## src/rtl/int_width_converter.sv

```systemverilog
// Signed-integer width converter: combinational sign-extension and truncation
// of one input word, plus a registered snapshot of both results and a lossy flag.
module int_width_converter #(
  parameter int IN_W    = 8,
  parameter int EXT_W   = 16,
  parameter int TRUNC_W = 4
) (
  input  logic                       _i_clk,
  input  logic                       _i_rst_n,
  input  logic [IN_W-1:0]            _i_inval,
  output logic [EXT_W+TRUNC_W-1:0]   __output,
  output logic                       _o_lossy,
  output logic [EXT_W+TRUNC_W-1:0]   _o_snap,
  output logic                       _o_snap_lossy
);

  localparam int HEAD_W = IN_W - TRUNC_W + 1;

  // Truncation is lossless only when every bit from the new sign bit up is a copy of it.
  function automatic logic head_mixed(input logic [HEAD_W-1:0] head);
    head_mixed = ~((&head) | ~(|head));
  endfunction

  logic [EXT_W-1:0]           extended_s;
  logic [TRUNC_W-1:0]         truncated_s;
  logic [EXT_W+TRUNC_W-1:0]   snap_r;
  logic                       snap_lossy_r;

  // Combinational conversion; the slice overwrite keeps EXT_W == IN_W legal.
  always_comb begin
    extended_s             = {EXT_W{_i_inval[IN_W-1]}};
    extended_s[IN_W-1:0]   = _i_inval;
    truncated_s            = _i_inval[TRUNC_W-1:0];
    __output               = {extended_s, truncated_s};
    _o_lossy               = head_mixed(_i_inval[IN_W-1:TRUNC_W-1]);
  end

  // Snapshot registers, loaded every cycle, cleared asynchronously by reset.
  always_ff @(posedge _i_clk or negedge _i_rst_n) begin
    if (!_i_rst_n) begin
      snap_r       <= '0;
      snap_lossy_r <= 1'b0;
    end else begin
      snap_r       <= __output;
      snap_lossy_r <= _o_lossy;
    end
  end

  assign _o_snap       = snap_r;
  assign _o_snap_lossy = snap_lossy_r;

endmodule

```

## config.mk

```make
export PLATFORM = sky130hd
export DESIGN_NAME = int_width_converter
export DESIGN_NICKNAME = d
export VERILOG_FILES = /design/src/rtl/int_width_converter.sv
export SDC_FILE = /design/constraint.sdc
export NUM_CORES = 1
export LEC_CHECK = 0
export ABC_CLOCK_PERIOD_IN_PS = 1530
export CORE_ASPECT_RATIO = 0.9
export CORE_MARGIN = 5
export CORE_UTILIZATION = 30
export CTS_CLUSTER_SIZE = 16
export DETAILED_ROUTE_END_ITERATION = 10
export HOLD_SLACK_MARGIN = 0.15
export PLACE_DENSITY_LB_ADDON = 0.25
export RECOVER_POWER = 50
export SYNTH_ARGS = -nofsm -noshare
export SYNTH_HDL_FRONTEND = slang
export SYNTH_SLANG_ARGS = --single-unit
```

## constraint.sdc

```tcl
create_clock -name _i_clk -period 1.53 [get_ports _i_clk]
set_clock_uncertainty 0.05 [all_clocks]
set_input_delay 0.306 -clock _i_clk [delete_from_list [all_inputs] [get_ports _i_clk]]
set_output_delay 0.306 -clock _i_clk [all_outputs]
set_load 0.01 [all_outputs]
```

# Word level (Yosys, flattened, before mapping)
# Cells that the tools add are included.
# totals
ff_bits	13
inputBits	10
output_inout_bits	42
word_cells	7
# classes
n_bitwise	3
reduce_logical	2
# op_table
operator	n
AND reduction 5 bit	1
OR reduction 5 bit	1
inverter 1 bit	2
OR 1 bit	1

# Longest topological paths before layout
# logic_depth
ltp_word	4
ltp_mapped	2
mapped_depth_nobuf	2

# Worst setup path after synthesis
# No wires, ideal clock.
# synth_path
path_type	input to output
start	input _i_inval[5]
end	output _o_lossy
arrival_ps	735
required_ps	1174
slack_ps	439
stages	2
n_path_buf	0
path_cell_list	and4_1 mux2i_1
# synth_between
elab_chain_cells	4
elab_cells_between_ends	5
cone_classes	3 x bitwise; 2 x reduce/logical
# synth_lines
element	line_no	rtl
start, declared	10	input logic [IN_W-1:0] _i_inval,
OR reduction 5 bit	21	head_mixed = ~((&head) | ~(|head));
inverter 1 bit	21	
OR 1 bit *	21	
inverter 1 bit *	21	
end, declared	12	output logic _o_lossy,
# Mark *: on every way between the ends. The rest lies on a longest branch, timed or not.

# Worst setup path after layout
# layout_path
start	register snap_r[7], in the netlist _o_snap[7]
end	output _o_snap[7]
# layout_rtl
element	line_no	rtl
start, declared	26	logic [EXT_W+TRUNC_W-1:0] snap_r;
start signal, assigned	44	snap_r <= __output;
end, declared	13	output logic [EXT_W+TRUNC_W-1:0] _o_snap,
# No word-level cell between the ends.

==> impl_metrics.tcl <==
set metrics [dict create \
    die_w_microns 52.9 \
    path_buf_inv 1 \
    drive_gt1_share_pct 15.1 \
    tns_ns 0 \
    setup_viol 0 \
    cts.htree.levels 1 \
    vias 357 \
    final_area_sq_um 830 \
    status "completed" \
    holdWs_ns 0.311 \
    hpwl_microns 918 \
    design.core.area_sq_um 1630 \
    worst_slack_ns 0.0478 \
    globalRouteTotalUtil_pct 9.18 \
    crit_slowest_cell "clkdlybuf4s50_1" \
    max_slew_margin_pct 72.1 \
    total_power_uw 595 \
    cts_tree "done" \
    antenna_found_initial 0 \
    ys.flop_type "dfrtp_1" \
    ys_ff_latch 9 \
    wl_per_cell_microns 11.4 \
    synth_fp_nets 54 \
    synth.distinct_cells 5 \
    grt_pass1_vias 323 \
    worstSetupStartpointType "flip-flop" \
    n_antenna_cell 0 \
    period_share_pct 96.9 \
    netlist_top_cells_area "buf_4, dfrtp_1, nor4_2" \
    seq_area_frac_synth_pct 45.3 \
    cts-root-buf "clkbuf_4" \
    finalNonFillerCells 97 \
    async_flop_share_pct 100 \
    hold_buffers 0 \
    final_max_slew_viol_count 0 \
    final_util_pct 50.9 \
    clockBufferDepth 2 \
    final_nets 84 \
    cts.clk_slew.worst_paths_ns 0.06 \
    ys_warn_count 0 \
    io_pins 52 \
    drv_cap 0 \
    syn_to_final_growth_pct 67.0 \
    cts.sinks 9 \
    numCtsBuffers 3 \
    cp_max_fo 2 \
    min_path_type "in -> reg" \
    drt_pre_antenna_iters 1 \
    nFillCells 172 \
    ys_top_cells_by_count "buf_4, dfrtp_1, and4_1, mux2i_1, nor4_2" \
    syn_area_sq_um 497 \
    drc 0 \
    cp_slowest_stage_delay_ns 0.54 \
    synth_edf_count 0 \
    ant_nets 0 \
    avgSynthCellArea_sq_um 11.3 \
    grt_start_max_net_pins 11 \
    cp_top_family "buffers and inverters" \
    dpl.cell_count 92 \
    port_buffers 51 \
    crit_path_end_kind "output pin" \
    synth.top_cell.area_share_pct 48.4 \
    grt_pass1_wl_microns 1690 \
    routed_wl_microns 1100 \
    cp.required_ns 1.17 \
    placed_cell_area_sq_um 835 \
    hold_viol 0 \
    tightest_slew_ns 0.417 \
    min_period_ns 1.48 \
    power_leakage_nw 0.387 \
    vdd_drop_max_mv 0.445 \
    clock.fmax_mhz 675 \
    synth_top_area_cell "buf_4" \
    grt-ovfl-total 0 \
    place_ws_ns -0.563 \
    die_h_microns 48.6 \
    syn_inst 44 \
    vias_per_cell 3.68 \
    drt_iter0_markers 0 \
    crit_arrival_ns 1.13 \
    criticalPathCategory "reg -> out" \
    power.density_nw_per_um2 717 \
    start_util_pct 30.5 \
    synth.most_common_cell "buf_4" \
    die-area_sq_um 2570 \
    cp_cell_sequence "clkdlybuf4s50_1" \
    rsz0062_at_grt "false" \
    fp-row-count 14 \
    gp_congestion 0.641 \
]
[kinds of logic after synthesis]
| logic type | Yosys count | share of synthesized area [%] |
|---|---|---|
| buf+inv | 32 | 48.4 |
| simple gates | 2 | 4.28 |
| mux | 1 | 2.02 |
| flops | 9 | 45.3 |
[power by group]
part	total [mW]	switching [mW]	internal (mW)
Combinational	0.158	0.0686	0.0894
Sequential	0.255	0.00547	0.250
Clock	0.181	0.0811	0.100
[path summary, 6_finish.rpt]
path	startpoint	to	slack, ns	cells after the start
min in group asynchronous	_i_rst_n	_o_snap[8]$_DFF_PN0_	0.37	1
max in group asynchronous	_i_rst_n	_o_snap[11]$_DFF_PN0_	0.75	1
setup / recovery	_o_snap[7]$_DFF_PN0_	_o_snap[7]	0.05	1
hold / removal	_i_inval[5]	_o_snap[9]$_DFF_PN0_	0.31	1
[cell usage in the layout, fill, tap and decap left out]
master           synthesis  routed
buf_4                   32       2
clkbuf_4                 0       5
clkdlybuf4s15_1          0       1
dfrtp_2                  0       1
dlygate4sd3_1            0       1
dlygate4sd2_1            0      28
clkdlybuf4s50_1          0      12
and4_1                   1       1
dfrtp_1                  9       8
buf_6                    0       1
clkbuf_1                 0       2
clkdlybuf4s25_1          0       8
buf_2                    0       1
nor4_2                   1       1
mux2i_1                  1       1
[layout make-up]
class / count / area (sq um) / share of cell area [%]
Clock buffer: 4 / 26.3 / 3.17
Sequential cell: 9 / 226 / 27.3
Multi-Input combinational cell: 3 / 31.3 / 3.77
Tap cell: 24 / 30.0 / 3.62
Timing Repair Buffer: 57 / 515 / 62.1
[flip-flops by register name, summed over array words and instances (netlist names)]
name,flops
_o_snap,8
_o_snap_lossy,1
[metal layers]
metal / vias to the layer above / global-route usage [%] / wire [microns]
met5: - / 0 / 0
met4: 0 / 8.94 / 43
met3: 4 / 1.53 / 130
met2: 27 / 15.3 / 566
met1: 161 / 9.14 / 363
li1: 165 / - / -
[what timing repair did]
item,in CTS,in global routing
setup buffers,0,1
pin swaps,1,2
endpoints found under the setup margin,30,5
gates resized for setup,46,5
endpoints found under the hold margin,0,0
Note: power is estimated with default switching activity, not from simulation.
